## config.mk

```make
export PLATFORM = sky130hd
export DESIGN_NAME = ecc_hamming_74_mem_ctrl
export DESIGN_NICKNAME = d
export VERILOG_FILES = /design/src/rtl/ecc_hamming_74_pkg.sv /design/src/rtl/ecc_hamming_74_decoder.sv /design/src/rtl/ecc_hamming_74_encoder.sv /design/src/rtl/ecc_hamming_74_mem_ctrl.sv
export SDC_FILE = /design/constraint.sdc
export NUM_CORES = 1
export LEC_CHECK = 0
export ABC_AREA = 0
export BUFFER_PORTS_ARGS = -buffer_cell sky130_fd_sc_hd__buf_2
export CAP_MARGIN = 10
export CORE_ASPECT_RATIO = 0.8
export CORE_MARGIN = 5
export CORE_UTILIZATION = 40
export DETAILED_ROUTE_END_ITERATION = 6
export GPL_TIMING_DRIVEN = 1
export PLACE_DENSITY_LB_ADDON = 0.1
export SYNTH_ARGS = -nofsm -noshare
export SYNTH_HDL_FRONTEND = slang
export SYNTH_SLANG_ARGS = --single-unit
```

## constraint.sdc

```tcl
create_clock -name clk -period 3.5 [get_ports clk]
set_clock_uncertainty 0.2 [all_clocks]
set_input_delay 0.175 -clock clk [delete_from_list [all_inputs] [get_ports clk]]
set_output_delay 0.175 -clock clk [all_outputs]
set_load 0.1 [all_outputs]
```

## src/rtl/ecc_hamming_74_pkg.sv

```systemverilog
// Shared types and constants for the (7,4) Hamming SECDED memory controller.
//   state_e : controller FSM states
//   grant_e : last winner of the memory-port arbitration
//   CW_W    : Hamming codeword width (7)
//   WORD_W  : stored word width, codeword plus overall parity (8)
//   DATA_W  : user data width (4)
package ecc_hamming_74_pkg;

  localparam int unsigned CW_W   = 7;
  localparam int unsigned WORD_W = 8;
  localparam int unsigned DATA_W = 4;

  typedef enum logic [1:0] {
    IDLE,
    CHK,
    WB
  } state_e;

  typedef enum logic {
    USER,
    SCRUB
  } grant_e;

endpackage

```

## src/rtl/ecc_hamming_74_decoder.sv

```systemverilog
// (7,4) Hamming SECDED decoder, purely combinational.
// Ports:
//   word [7:0]  : stored word {overall_parity, codeword[6:0]}
//   data [3:0]  : decoded data, single-bit errors corrected
//   corr        : single-bit error (codeword or overall-parity bit) corrected
//   uncorr      : double-bit error detected, data returned uncorrected
module ecc_hamming_74_decoder
  import ecc_hamming_74_pkg::*;
(
  input  logic [WORD_W-1:0] word,
  output logic [DATA_W-1:0] data,
  output logic              corr,
  output logic              uncorr
);

  logic [CW_W-1:0] cw;
  logic [CW_W-1:0] flip;
  logic [CW_W-1:0] fixed;
  logic [2:0]      syn;
  logic            par;

  always_comb begin
    cw     = word[CW_W-1:0];
    syn[0] = cw[0] ^ cw[2] ^ cw[4] ^ cw[6];
    syn[1] = cw[1] ^ cw[2] ^ cw[5] ^ cw[6];
    syn[2] = cw[3] ^ cw[4] ^ cw[5] ^ cw[6];
    par    = ^word;
    flip   = '0;
    // Odd overall parity means one flipped bit; a zero syndrome then points at the
    // overall-parity bit itself, which needs no data-side fix.
    if (par && (syn != 3'd0)) begin
      flip = CW_W'(1) << (syn - 3'd1);
    end
    fixed  = cw ^ flip;
    corr   = par;
    uncorr = !par && (syn != 3'd0);
    data   = {fixed[6], fixed[5], fixed[4], fixed[2]};
  end

endmodule

```

## src/rtl/ecc_hamming_74_encoder.sv

```systemverilog
// (7,4) Hamming SECDED encoder.
// Ports:
//   data [3:0] : data to encode
//   word [7:0] : {overall_parity, codeword[6:0]}
// Codeword layout: data bits sit at positions 2,4,5,6; parity bits at 0,1,3.
module ecc_hamming_74_encoder
  import ecc_hamming_74_pkg::*;
(
  input  logic [DATA_W-1:0] data,
  output logic [WORD_W-1:0] word
);

  logic [CW_W-1:0] cw;

  always_comb begin
    cw    = '0;
    cw[2] = data[0];
    cw[4] = data[1];
    cw[5] = data[2];
    cw[6] = data[3];
    cw[0] = data[0] ^ data[1] ^ data[3];
    cw[1] = data[0] ^ data[2] ^ data[3];
    cw[3] = data[1] ^ data[2] ^ data[3];
    word  = {^cw, cw};
  end

endmodule

```

## src/rtl/ecc_hamming_74_mem_ctrl.sv

```systemverilog
// ECC-protected 4-bit memory controller with background scrubber.
// Ports:
//   clk, rst                       : clock, synchronous active-high reset
//   req_valid/req_ready            : user request handshake
//   req_write, req_addr, req_wdata : request type, word address, write data
//   rsp_valid                      : one-cycle read response pulse
//   rsp_rdata, rsp_err_corr/uncorr : read data and error flags
//   scrub_en                       : enables background scrubbing
//   inj_valid, inj_addr, inj_mask  : test-only error injection into stored words
//   corr_count, uncorr_count       : saturating error counters (user + scrub)
// A single memory port is shared between user requests and the scrubber; reads
// take IDLE -> CHK (-> WB when a correctable error must be written back).
module ecc_hamming_74_mem_ctrl
  import ecc_hamming_74_pkg::*;
#(
  parameter int unsigned AW             = 4,
  parameter int unsigned SCRUB_INTERVAL = 256,
  parameter int unsigned CNT_W          = 16
) (
  input  logic              clk,
  input  logic              rst,
  input  logic              req_valid,
  output logic              req_ready,
  input  logic              req_write,
  input  logic [AW-1:0]     req_addr,
  input  logic [DATA_W-1:0] req_wdata,
  output logic              rsp_valid,
  output logic [DATA_W-1:0] rsp_rdata,
  output logic              rsp_err_corr,
  output logic              rsp_err_uncorr,
  input  logic              scrub_en,
  input  logic              inj_valid,
  input  logic [AW-1:0]     inj_addr,
  input  logic [WORD_W-1:0] inj_mask,
  output logic [CNT_W-1:0]  corr_count,
  output logic [CNT_W-1:0]  uncorr_count
);

  localparam int unsigned DEPTH = 2 ** AW;
  localparam int unsigned TW    = (SCRUB_INTERVAL > 1) ? $clog2(SCRUB_INTERVAL) : 1;

  // State
  state_e            state_q, state_d;
  grant_e            last_grant_q;
  logic [WORD_W-1:0] mem_q [DEPTH];
  logic [WORD_W-1:0] rd_word_q;
  logic [AW-1:0]     addr_q;
  logic              scrub_q;
  logic [DATA_W-1:0] wb_data_q;
  logic              rsp_valid_q;
  logic [DATA_W-1:0] rsp_rdata_q;
  logic              rsp_corr_q;
  logic              rsp_uncorr_q;
  logic [CNT_W-1:0]  corr_cnt_q;
  logic [CNT_W-1:0]  uncorr_cnt_q;
  logic [TW-1:0]     timer_q;
  logic [AW-1:0]     scrub_addr_q;
  logic              scrub_pending_q;

  // Datapath / control
  logic              grant_user;
  logic              grant_scrub;
  logic              rd_en;
  logic [AW-1:0]     rd_addr;
  logic              we;
  logic [AW-1:0]     waddr;
  logic [DATA_W-1:0] enc_data;
  logic [WORD_W-1:0] enc_word;
  logic [DATA_W-1:0] dec_data;
  logic              dec_corr;
  logic              dec_uncorr;
  logic              timer_wrap;

  ecc_hamming_74_encoder u_encoder (
    .data (enc_data),
    .word (enc_word)
  );

  ecc_hamming_74_decoder u_decoder (
    .word   (rd_word_q),
    .data   (dec_data),
    .corr   (dec_corr),
    .uncorr (dec_uncorr)
  );

  // Next-state, arbitration and memory-port control
  always_comb begin
    state_d     = state_q;
    grant_user  = 1'b0;
    grant_scrub = 1'b0;
    req_ready   = 1'b0;
    rd_en       = 1'b0;
    rd_addr     = addr_q;
    we          = 1'b0;
    waddr       = addr_q;
    enc_data    = wb_data_q;

    unique case (state_q)
      IDLE: begin
        // On contention the scrubber wins only if the user had the previous grant.
        if (scrub_pending_q && (!req_valid || (last_grant_q == USER))) begin
          grant_scrub = 1'b1;
        end
        req_ready  = !grant_scrub && !rst;
        grant_user = req_valid && req_ready;
        if (grant_scrub) begin
          rd_en   = 1'b1;
          rd_addr = scrub_addr_q;
          state_d = CHK;
        end else if (grant_user) begin
          if (req_write) begin
            we       = 1'b1;
            waddr    = req_addr;
            enc_data = req_wdata;
          end else begin
            rd_en   = 1'b1;
            rd_addr = req_addr;
            state_d = CHK;
          end
        end
      end
      CHK: begin
        state_d = dec_corr ? WB : IDLE;
      end
      WB: begin
        we      = 1'b1;
        state_d = IDLE;
      end
      default: begin
        state_d = IDLE;
      end
    endcase
  end

  assign timer_wrap = (timer_q == TW'(SCRUB_INTERVAL - 1));

  // Memory array with synchronous read; injection XORs onto whatever lands in the word.
  always_ff @(posedge clk) begin
    if (rst) begin
      for (int i = 0; i < int'(DEPTH); i++) begin
        mem_q[i] <= '0;
      end
      rd_word_q <= '0;
    end else begin
      for (int i = 0; i < int'(DEPTH); i++) begin
        if (we && (waddr == AW'(i))) begin
          mem_q[i] <= enc_word ^ ((inj_valid && (inj_addr == AW'(i))) ? inj_mask : '0);
        end else if (inj_valid && (inj_addr == AW'(i))) begin
          mem_q[i] <= mem_q[i] ^ inj_mask;
        end
      end
      if (rd_en) begin
        rd_word_q <= mem_q[rd_addr];
      end
    end
  end

  // Control state, responses, counters and scrub bookkeeping
  always_ff @(posedge clk) begin
    if (rst) begin
      state_q         <= IDLE;
      last_grant_q    <= USER;
      addr_q          <= '0;
      scrub_q         <= 1'b0;
      wb_data_q       <= '0;
      rsp_valid_q     <= 1'b0;
      rsp_rdata_q     <= '0;
      rsp_corr_q      <= 1'b0;
      rsp_uncorr_q    <= 1'b0;
      corr_cnt_q      <= '0;
      uncorr_cnt_q    <= '0;
      timer_q         <= '0;
      scrub_addr_q    <= '0;
      scrub_pending_q <= 1'b0;
    end else begin
      state_q     <= state_d;
      rsp_valid_q <= 1'b0;

      if (grant_scrub) begin
        last_grant_q <= SCRUB;
      end else if (grant_user) begin
        last_grant_q <= USER;
      end

      if (rd_en) begin
        addr_q  <= rd_addr;
        scrub_q <= grant_scrub;
      end

      if (state_q == CHK) begin
        wb_data_q <= dec_data;
        if (scrub_q) begin
          scrub_addr_q <= scrub_addr_q + AW'(1);
        end else begin
          rsp_valid_q  <= 1'b1;
          rsp_rdata_q  <= dec_data;
          rsp_corr_q   <= dec_corr;
          rsp_uncorr_q <= dec_uncorr;
        end
        if (dec_corr && (corr_cnt_q != '1)) begin
          corr_cnt_q <= corr_cnt_q + CNT_W'(1);
        end
        if (dec_uncorr && (uncorr_cnt_q != '1)) begin
          uncorr_cnt_q <= uncorr_cnt_q + CNT_W'(1);
        end
      end

      if (scrub_en) begin
        timer_q <= timer_wrap ? '0 : timer_q + TW'(1);
      end

      // A fresh request raised on the grant cycle must not be lost.
      if (scrub_en && timer_wrap) begin
        scrub_pending_q <= 1'b1;
      end else if (grant_scrub) begin
        scrub_pending_q <= 1'b0;
      end
    end
  end

  assign rsp_valid      = rsp_valid_q;
  assign rsp_rdata      = rsp_rdata_q;
  assign rsp_err_corr   = rsp_corr_q;
  assign rsp_err_uncorr = rsp_uncorr_q;
  assign corr_count     = corr_cnt_q;
  assign uncorr_count   = uncorr_cnt_q;

endmodule
```

Yosys cells after proc, flatten, opt, wreduce, memory -nomap -nowiden:

Memory sizes are Yosys's and may differ from the RTL's. A register that Yosys moved wholly into a read port is not among the register bits.
Index checks and enable logic that the tools add are counted.
Widths: inputs -> output; s select.

* multiplexer cells: 199
* equality and inequality tests: 37
* shift-type cells: 1
* $add $sub $neg: 5
* bitwise operators: 83
* reductions and logical operators: 59

Operators by type and width (number)
* $mux 8: 49
* $xor 8x8->8: 32
* $mux 1: 131
* $eq 4x4->1 const B: 16
* $mux 4: 12
* $logic_and 1x1->1: 40
* $add 16x1->16 const B: 2
* $eq 4x3->1 const B: 8
* $ne 16x16->1 const B: 2
* $or 1x1->1: 32
* $eq 4x2->1 const B: 4
* $xor 1x1->1: 15
* $reduce_and 2->1: 5
* $add 8x1->8 const B: 1
* $eq 4x1->1 const B: 2
* $eq 8x8->1 const B: 1
* $logic_not 4->1: 2
* $mux 2: 4
* $reduce_xor 8->1: 1
* $mux 7: 1
* $reduce_xor 7->1: 1
* $shl 1x3->7 const A: 1
* $xor 7x7->7: 1
* $ne 3x3->1 const B: 2
* other kinds (13): 19

* bits in registers: 64
* RAM bits: 128
* memories: 1
* output and inout bits: 40
* logic and storage cells: 399

Memory list
* mem_q: depth 16, bits a word 8, rd ports 17, clocked after Yosys merged registers in 1, wr ports 16, RTL line ecc_hamming_74_mem_ctrl.sv:45 `logic [WORD_W-1:0] mem_q [DEPTH];`

Depth between registers and ports, before layout:

Gate-level depths: netlist of the first run.

* depth in word-level cells: 18
* gate-level depth with buffers: 11
* gate-level depth less buffers: 7

Modules after synthesis:

Synthesis of the first run repeated with hierarchy kept, for this count alone.

* cells, all modules: 1796
* area, all modules: 15079.5 um^2

Modules (own cells, without submodules)
* ecc_hamming_74_mem_ctrl: cells an instance 1733, seq. area each 5285.1 um^2, instances 1, area an instance 14528.9 um^2
* ecc_hamming_74_decoder: cells an instance 55, seq. area each 0.0 um^2, instances 1, area an instance 417.9 um^2
* ecc_hamming_74_encoder: cells an instance 8, seq. area each 0.0 um^2, instances 1, area an instance 132.6 um^2

Least setup slack after synthesis of the first run:

No wires, ideal clock.

* kind: input port to output port
* start point: input port rst
* end point: output port req_ready
* arrival: 3.370 ns
* stages: 3
* setup slack: -0.245 ns
* cells stage by stage: buf_2 clkbuf_1 nor4_1

* word-level cells in the longest chain between the ends: 3

RTL lines
* from (decl): RTL line ecc_hamming_74_mem_ctrl.sv:21 `input logic rst,`
* $logic_not 1->1: RTL line ecc_hamming_74_mem_ctrl.sv:104 `req_ready = !grant_scrub && !rst;`
* $logic_and 1x1->1: RTL line ecc_hamming_74_mem_ctrl.sv:104
* $mux 1: RTL line ecc_hamming_74_mem_ctrl.sv:98 `unique case (state_q)`
* to (decl): RTL line ecc_hamming_74_mem_ctrl.sv:23 `output logic req_ready,`

Every way passes these cells.

Worst setup path after layout of the first run:

* start point: register state_q[1]
* end point: register rd_word_q[6] (read register of mem_q)

* word-level cells in the longest chain between the ends: 2
* elaborated cells between the ends (all ways): 3
* those cells by class: mux (2); reduce/logical (1)

RTL lines
* from (decl): RTL line ecc_hamming_74_mem_ctrl.sv:43 `state_e state_q, state_d;`
* from (signal assigned): RTL line ecc_hamming_74_mem_ctrl.sv:176 `state_q <= state_d;`
* $logic_not 2->1 (*): RTL line ecc_hamming_74_mem_ctrl.sv:98
* $mux 4 / $mux 1 (equally long branches): RTL line ecc_hamming_74_mem_ctrl.sv:98
* to (decl): RTL line ecc_hamming_74_mem_ctrl.sv:46 `logic [WORD_W-1:0] rd_word_q;`

Mark *: on every way between the ends. The rest lies on a longest branch, timed or not.
A chain may end at the register's enable or synchronous reset.

==> results of run 1 <==
-- timing repair --
item	in CTS	in global routing
resized for setup	1	1
hold endpoints to repair	7	0
hold buffers	2	0
endpoints found under the setup margin	1	1
gates cloned	0	0
-- routing by layer --
metal | wire length [um] | vias up | global-route usage
met1 | 27100 | 7346 | 0.411
li1 | - | 6960 | -
met4 | 1660 | 6 | 0.0866
met5 | 39 | - | 0
met2 | 24400 | 750 | 0.384
met3 | 6610 | 112 | 0.0892
-- metrics by stage --
stage | instance area (um2) | instances | power, uW | utilization
2_1_floorplan | 15100 | 1853 | 3440 | -
3_3_place_gp | 16100 | 2306 | 3860 | 0.432
3_5_place_dp | 16100 | 2306 | 3870 | 0.432
4_1_cts | 16700 | 2340 | 5970 | 0.449
5_1_grt | 16700 | 2340 | 6160 | 0.449
6_report | 16700 | 2342 | 5970 | 0.449
-- critical path, delay by kind of cell (launching register included) --
family	cells	cell delay, ns
flip-flops	1	0.39
AND/OR/NAND/NOR	3	1.28
multiplexers	1	0.32
AO/OA/AOI/OAI	3	1.04
-- report_power, final --
group	total, uW	switching, uW	leakage [uW]	internal [uW]
Combinational	1120	757	0.00335	360
Clock	2110	1090	0.000290	1020
Sequential	2750	134	0.00191	2610
Total	5970	1980	0.00555	3990
-- sequential cells by signal (all words and copies together) (netlist names) --
| register | cells |
|---|---|
| uncorr_count | 16 |
| scrub_addr_q | 4 |
| state_q | 2 |
| rsp_err_corr | 1 |
| corr_count | 16 |
| wb_data_q | 4 |
| mem_q | 128 |
| scrub_q | 1 |
| rsp_rdata | 4 |
| rsp_valid | 1 |
| timer_q | 8 |
| scrub_pending_q | 1 |
| rsp_err_uncorr | 1 |
| addr_q | 4 |
| last_grant_q | 1 |
| rd_word_q | 8 |
-- kinds of logic (layout without fill, tap and decap cells) --
family | Yosys count | after routing | synth area share
compound gates | 512 | 512 | 0.227
xor+xnor | 73 | 73 | 0.0458
fa+ha+maj | 4 | 4 | 0.00332
buf+inv | 195 | 195 | 0.0517
flops | 200 | 200 | 0.351
mux | 79 | 79 | 0.0563
other cells | 0 | 2 | 0
simple gates | 790 | 790 | 0.266
-- worst max path at each step --
stage | endpoint | startpoint | depth (start not counted) | slack [ns]
3_3_place_gp | rd_word_q[6]$_SDFFE_PP0P_ | state_q[1]$_SDFFE_PP0P_ | 7 | -0.21
5_1_grt | rd_word_q[6]$_SDFFE_PP0P_ | state_q[1]$_SDFFE_PP0P_ | 7 | 0.01
3_5_place_dp | rd_word_q[6]$_SDFFE_PP0P_ | state_q[1]$_SDFFE_PP0P_ | 7 | -0.09
4_1_cts | rd_word_q[6]$_SDFFE_PP0P_ | state_q[1]$_SDFFE_PP0P_ | 7 | 0.15
2_1_floorplan | uncorr_count[9]$_SDFFE_PP0P_ | uncorr_count[0]$_SDFFE_PP0P_ | 8 | 0.53
6_report | rd_word_q[6]$_SDFFE_PP0P_ | state_q[1]$_SDFFE_PP0P_ | 7 | 0.13
-- cell type report --
class / count / area, um2 / area share
Sequential cell: 200 / 5290 / 0.317
Inverter: 9 / 33.8 / 0.00203
Antenna cell: 2 / 5.00 / 0.000300
Multi-Input combinational cell: 1458 / 9110 / 0.546
Timing Repair Buffer: 154 / 1040 / 0.0625
Clock inverter: 15 / 160 / 0.00961
Tap cell: 487 / 609 / 0.0366
Clock buffer: 17 / 425 / 0.0255
-- placed cells by master, fill, tap and decap left out, types with 10 or more instances in the layout --
master	instances
a22oi_1	10
a221oi_1	28
dfxtp_1	72
xor2_1	35
clkbuf_16	17
nand2b_1	20
a21oi_1	123
or3_1	37
nor2_1	133
nor3_1	58
o21ai_0	100
buf_2	64
and2_1	14
o22ai_1	25
nand3_1	96
a31oi_1	53
nor3b_1	44
a211oi_1	18
nand2_1	238
nor2b_1	15
nand4_1	29
buf_4	84
mux2i_1	46
a2111oi_0	18
mux2_2	23
xnor2_1	34
o311ai_0	14
and3_1	34
nand4b_1	28
a211o_1	16
edfxtp_1	128
o2111ai_1	24
==> summary.md, run 1 <==
| Metric | Value |
|---|---|
| Hold path start | rst |
| Reg2Reg Depth | 7 |
| Post-Syn Nets | 1,883 |
| Die width | 227 um |
| CP startpoint kind | register |
| CP required | approximately 3.6 ns |
| Syn Area/Cell | 8.14 um2 |
| Core ar. | 37,100 um2 |
| Gpl congestion | 0.997 |
| # rows | 63 |
| Worst slack at placement | -0.0939 ns |
| CP max stage cell | or3_1 |
| First-pass GRT wire length | about 88,000 um |
| Clk sinks | 200 |
| VDD IR max | 0.314 mV |
| DRC | 0 |
| R2r startpoint | state_q[1]$_SDFFE_PP0P_ |
| Netlist cell types | 85 |
| Worst hold stages | 3 |
| Slew at the pin with the worst max-slew slack | 0.988 ns |
| Post-synth EDFFs | 128 |
| Initial DRT Pass Iterations | 5 |
| TritonCTS buffer count | 17 |
| Cell mode on critical path | or3_1 |
| Clk buf depth | 2 |
| Slew HR | 0.336 |
| FF+latch count, synth | 200 |
| Via count of the routed design | 15,200 |
| FF-to-FF End | rd_word_q[6]$_SDFFE_PP0P_ |
| Drt total wl | 59,800 um |
| Kind of critical path | register to register |
| Top-count cell post-synth | nand2_1 |
| Mapped cell area | 15,100 um2 |
| Postcts setup bufs | 0 |
| Fill cells | 3,660 |
| Synthesized instance count | 1,853 |
| Period utilization | 0.964 |
| I/O pin cnt | 66 |
| CP cell instances | or3_1 -> or3_1 -> o22a_1 -> nand2_2 -> mux2i_1 -> a32o_1 -> o41ai_1 |
| Antenna violations before repair | 5 |
| Max Slew Vio Count | 0 |
| Seq/Total Area, Yosys | 0.351 |
| Top-area cell type share of the netlist area | 0.255 |
| Synth area leaders | edfxtp_1, dfxtp_1, nand2_1 |
| Final-report hold violation count | 0 |
| Largest net degree at the start of global routing | 69 |
| Die Y | 184 um |
| R2r setup slk | between 0.1 and 0.15 ns |
| Clk Latency, worst-skew pair | around 0.47 ns |
| Worst setup margin | between 0.1 and 0.15 ns |
| Critical Path AT | 3.50 ns |
| Initial Utilization | 0.406 |
| Gr usage total | 0.278 |
| Hold Path End | addr_q[1]$_SDFFE_PP0P_ |
| Layout cells sized above 1 | 0.134 |
| GRT Residual Overflow | 0 |
| Outcome | completed |
| Cell Pwr Density | 358 nW/um2 |
| Post-DP HPWL | roughly 42,000 um |
| Top FF cell, synth | edfxtp_1 |
| Post-synth ARST share | 0 |
| Static Leak | 0.00555 uW |
| Clock root buffer | clkbuf_16 |
| Ys Warns | 0 |
| Final Setup Violations | 0 |
| Clk pin slew, worst setup/hold paths | 0.09 ns |
| # port buffers | 65 |
| Crit end category | register |
| RSZ-0062 raised after global routing | no |
| DR vias/cell | 6.48 |
| Max Fclk | 0.296 GHz |
| Nets | ~1,900 |
| Setup TNS | 0 ns |
| Drt first-iter violations | 1,863 |
| Area growth, synth to finish | 10.6% |
| Post-DRT Antenna Nets | 0 |
| Vias in the first global route | 13,500 |
| CP Max Fanout | 12 |
| Worst hold slack | 0.0855 ns |
| Max-Cap Viols | 0 |
| Die area | 41,700 um2 |
| CTS H-tree depth | 4 |
| Worst stage delay on the critical path | roughly 0.46 ns |
| Cell taking the most area after synthesis | edfxtp_1 |
| DR WL/cell | 25.5 um |
| Post-route minimum period | around 3.4 ns |
| TritonCTS clock tree | yes |
| Most frequent cells after synthesis | nand2_1, clkbuf_1, nor2_1 |
| HP Class | input pin to register |
Note: power is estimated with default switching activity, not from simulation.
==> run 2, diff against run 1 <==
Settings changed: CORE_ASPECT_RATIO 0.8 to unset, PLACE_DENSITY_LB_ADDON 0.1 to 0.12.
==> summary.md, run 2 (same netlist as run 1, synthesis figures left out) <==
| Metric | Value |
|---|---|
| RSZ-0062 raised after global routing | no (unchanged) |
| R2r setup slk | 0.12 ns (was 0.13 ns) |
| TritonCTS clock tree | yes (unchanged) |
| Final Setup Violations | 0 (unchanged) |
| Commonest non-fill, non-tap cell in the layout | nand2_1 (unchanged) |
| Fill cells | 3,722 (was 3,660) |
| Slew at the pin with the worst max-slew slack | 1.07 ns (was 0.988 ns) |
| HP Class | input pin to register (unchanged) |
| Critical Path AT | 3.58 ns (was 3.50 ns) |
| Initial DRT Pass Iterations | 7 (was 5) |
| Ant diodes | 0 (was 2) |
| Nets | 1,877 (was 1,870) |
| CP startpoint kind | register (unchanged) |
| Met2 usage | 0.406 (was 0.384) |
| Final-report hold violation count | 0 (unchanged) |
| Core Util, Final | 0.446 (was 0.449) |
| Layout cells sized above 1 | 0.134 (about the same) |
| Die width | 204 um (was 227 um) |
| Gr usage total | 0.266 (was 0.278) |
| GRT Residual Overflow | 0 (unchanged) |
| Post-Layout Cell Count | 2,371 (was 2,342) |
| Clk buf depth | 2 (unchanged) |
| Largest net degree at the start of global routing | 114 (was 69) |
| Reg2Reg Depth | 8 (was 7) |
| Slew HR | 0.288 (was 0.336) |
| Kind of critical path | register to register (unchanged) |
| Crit end category | register (unchanged) |
| Worst setup margin | 0.118 ns (was 0.125 ns) |
| Area growth, synth to finish | 10.5% (was 10.6%) |
| Post-DRT Antenna Nets | 0 (unchanged) |
| Outcome | completed (unchanged) |
| Period utilization | 0.966 (was 0.964) |
| Commonest cells after routing, fill and taps aside | nand2_1, nor2_1, edfxtp_1, a21oi_1, o21ai_0 (unchanged) |
| # port buffers | 65 (unchanged) |
| Clock root buffer | clkbuf_16 (unchanged) |
| DR vias/cell | 6.33 (was 6.48) |
| DRC | 0 (unchanged) |
| Largest Register | mem_q (unchanged) |
| VDD IR max | 0.350 mV (was 0.314 mV) |
| DR WL/cell | 24.0 um (was 25.5 um) |
| Clk pin slew, worst setup/hold paths | 0.08 ns (was 0.09 ns) |
| Antenna violations before repair | 2 (was 5) |
| Sequential Area | 5290 um2 (unchanged) |
| Placed cell count | 2,335 (was 2,306) |
| Drt total wl | 57,000 um (was 59,800 um) |
| Vias in the first global route | 13,500 (about the same) |
| Post-route minimum period | 3.38 ns (was 3.37 ns) |
| Static Leak | 0.00556 uW (was 0.00555 uW) |
| Setup TNS | 0 ns (unchanged) |
| TritonCTS buffer count | 17 (unchanged) |
| Via count of the routed design | 15,000 (was 15,200) |
| Worst hold stages | 3 (unchanged) |
| CP Max Fanout | 13 (was 12) |
| Core ar. | 37,400 um2 (was 37,100 um2) |
| First-pass GRT wire length | 85,700 um (was 87,700 um) |
| GR Layer Usage met1 | 0.391 (was 0.411) |
| Max Fclk | 0.296 GHz (about the same) |
| Die area | 41,700 um2 (about the same) |
| Max FFs per register | 128 (unchanged) |
| Drt first-iter violations | 1,485 (was 1,863) |
| Die Y | 204 um (was 184 um) |
| Cell Pwr Density | 349 nW/um2 (was 358 nW/um2) |
| Post-DP HPWL | 40,300 um (was 41,600 um) |
| I/O pin cnt | 66 (unchanged) |
| Clk sinks | 200 (unchanged) |
| Initial Utilization | 0.403 (was 0.406) |
| # rows | 71 (was 63) |
| Worst slack at placement | 0.232 ns (was -0.0939 ns) |
| Multi-input combinational cell area | 9090 um2 (was 9110 um2) |
| Gpl congestion | 0.993 (was 0.997) |
| GRT busiest layer | met2 (was met1) |
| Max Slew Vio Count | 0 (unchanged) |
| CP required | 3.70 ns (was 3.62 ns) |
| CTS H-tree depth | 4 (unchanged) |
| Clk Latency, worst-skew pair | 0.46 ns (was 0.47 ns) |
| Max-Cap Viols | 0 (unchanged) |
| Met3 Resource Use GR | 0.0428 (was 0.0892) |
==> run 2: cell count changes in the layout (fill, tap and decap cells not counted), moves of 2 or more <==
cell / previous run / this run
a21oi_1: 123 / 125
inv_8: 3 / 0
buf_12: 3 / 1
a21oi_2: 3 / 1
inv_6: 5 / 2
diode_2: 2 / 0
inv_4: 1 / 4
clkbuf_1: 0 / 4
buf_4: 84 / 93
==> run 2: timing repair <==
| action | CTS | global route |
|---|---|---|
| resized for setup | 0 | 1 |
| endpoints found under the hold margin | 7 | 0 |
| buffers inserted | 0 | 2 |
| hold buffers | 2 | 0 |
| setup endpoints to repair | 0 | 3 |
==> run 2: metal layers <==
layer	part of all wire	wire (um)	vias up
met5	0.00023	13	-
met3	0.075	4300	86
met1	0.46	26100	7331
met4	0.023	1320	2
li1	-	-	6977
met2	0.44	25300	615
==> run 2: path summary, 6_finish.rpt <==
| check | startpoint | endpoint |
|---|---|---|
| min | rst | scrub_q$_SDFFE_PP0P_ |
| min reg2reg | scrub_pending_q$_SDFFE_PP0P_ | scrub_pending_q$_SDFFE_PP0P_ |
| max reg2reg | state_q[1]$_SDFFE_PP0P_ | rd_word_q[0]$_SDFFE_PP0P_ |
| max | state_q[1]$_SDFFE_PP0P_ | rd_word_q[0]$_SDFFE_PP0P_ |
==> run 2: final cells by class <==
class / instances / area share
Timing Repair Buffer: 161 / 0.0642
Clock buffer: 22 / 0.0273
Multi-Input combinational cell: 1458 / 0.546
Tap cell: 511 / 0.0384
Clock inverter: 10 / 0.00518
Sequential cell: 200 / 0.317
Inverter: 9 / 0.00203
==> run 2: stage by stage <==
| stage | hold slack (ns) | power [uW] | cell area (um2) |
|---|---|---|---|
| 6_report | 0.0586 | 5820 | 16700 |
| 5_1_grt | 0.0597 | 6020 | 16700 |
| 4_1_cts | 0.0358 | 5820 | 16600 |
| 3_5_place_dp | 0.229 | 3860 | 16100 |
| 3_3_place_gp | 0.233 | 3840 | 16100 |
| 2_1_floorplan | 0.0838 | 3440 | 15100 |
==> run 2: critical path: stages, from the launching register on <==
cell	delay, ns
dfxtp_1	0.38
or3_1	0.47
or3_1	0.46
o22a_1	0.26
nand2_1	0.37
buf_4	0.28
nor3_1	0.07
a2111oi_0	0.64
o2bb2ai_1	0.18
==> run 2: where the power goes <==
group / internal (uW) / total, uW / leakage [uW] / switching, uW
clock network: 976 / 1980 / 0.000273 / 1000
logic: 360 / 1100 / 0.00338 / 743
registers: 2610 / 2740 / 0.00191 / 124
total: 3950 / 5820 / 0.00556 / 1870
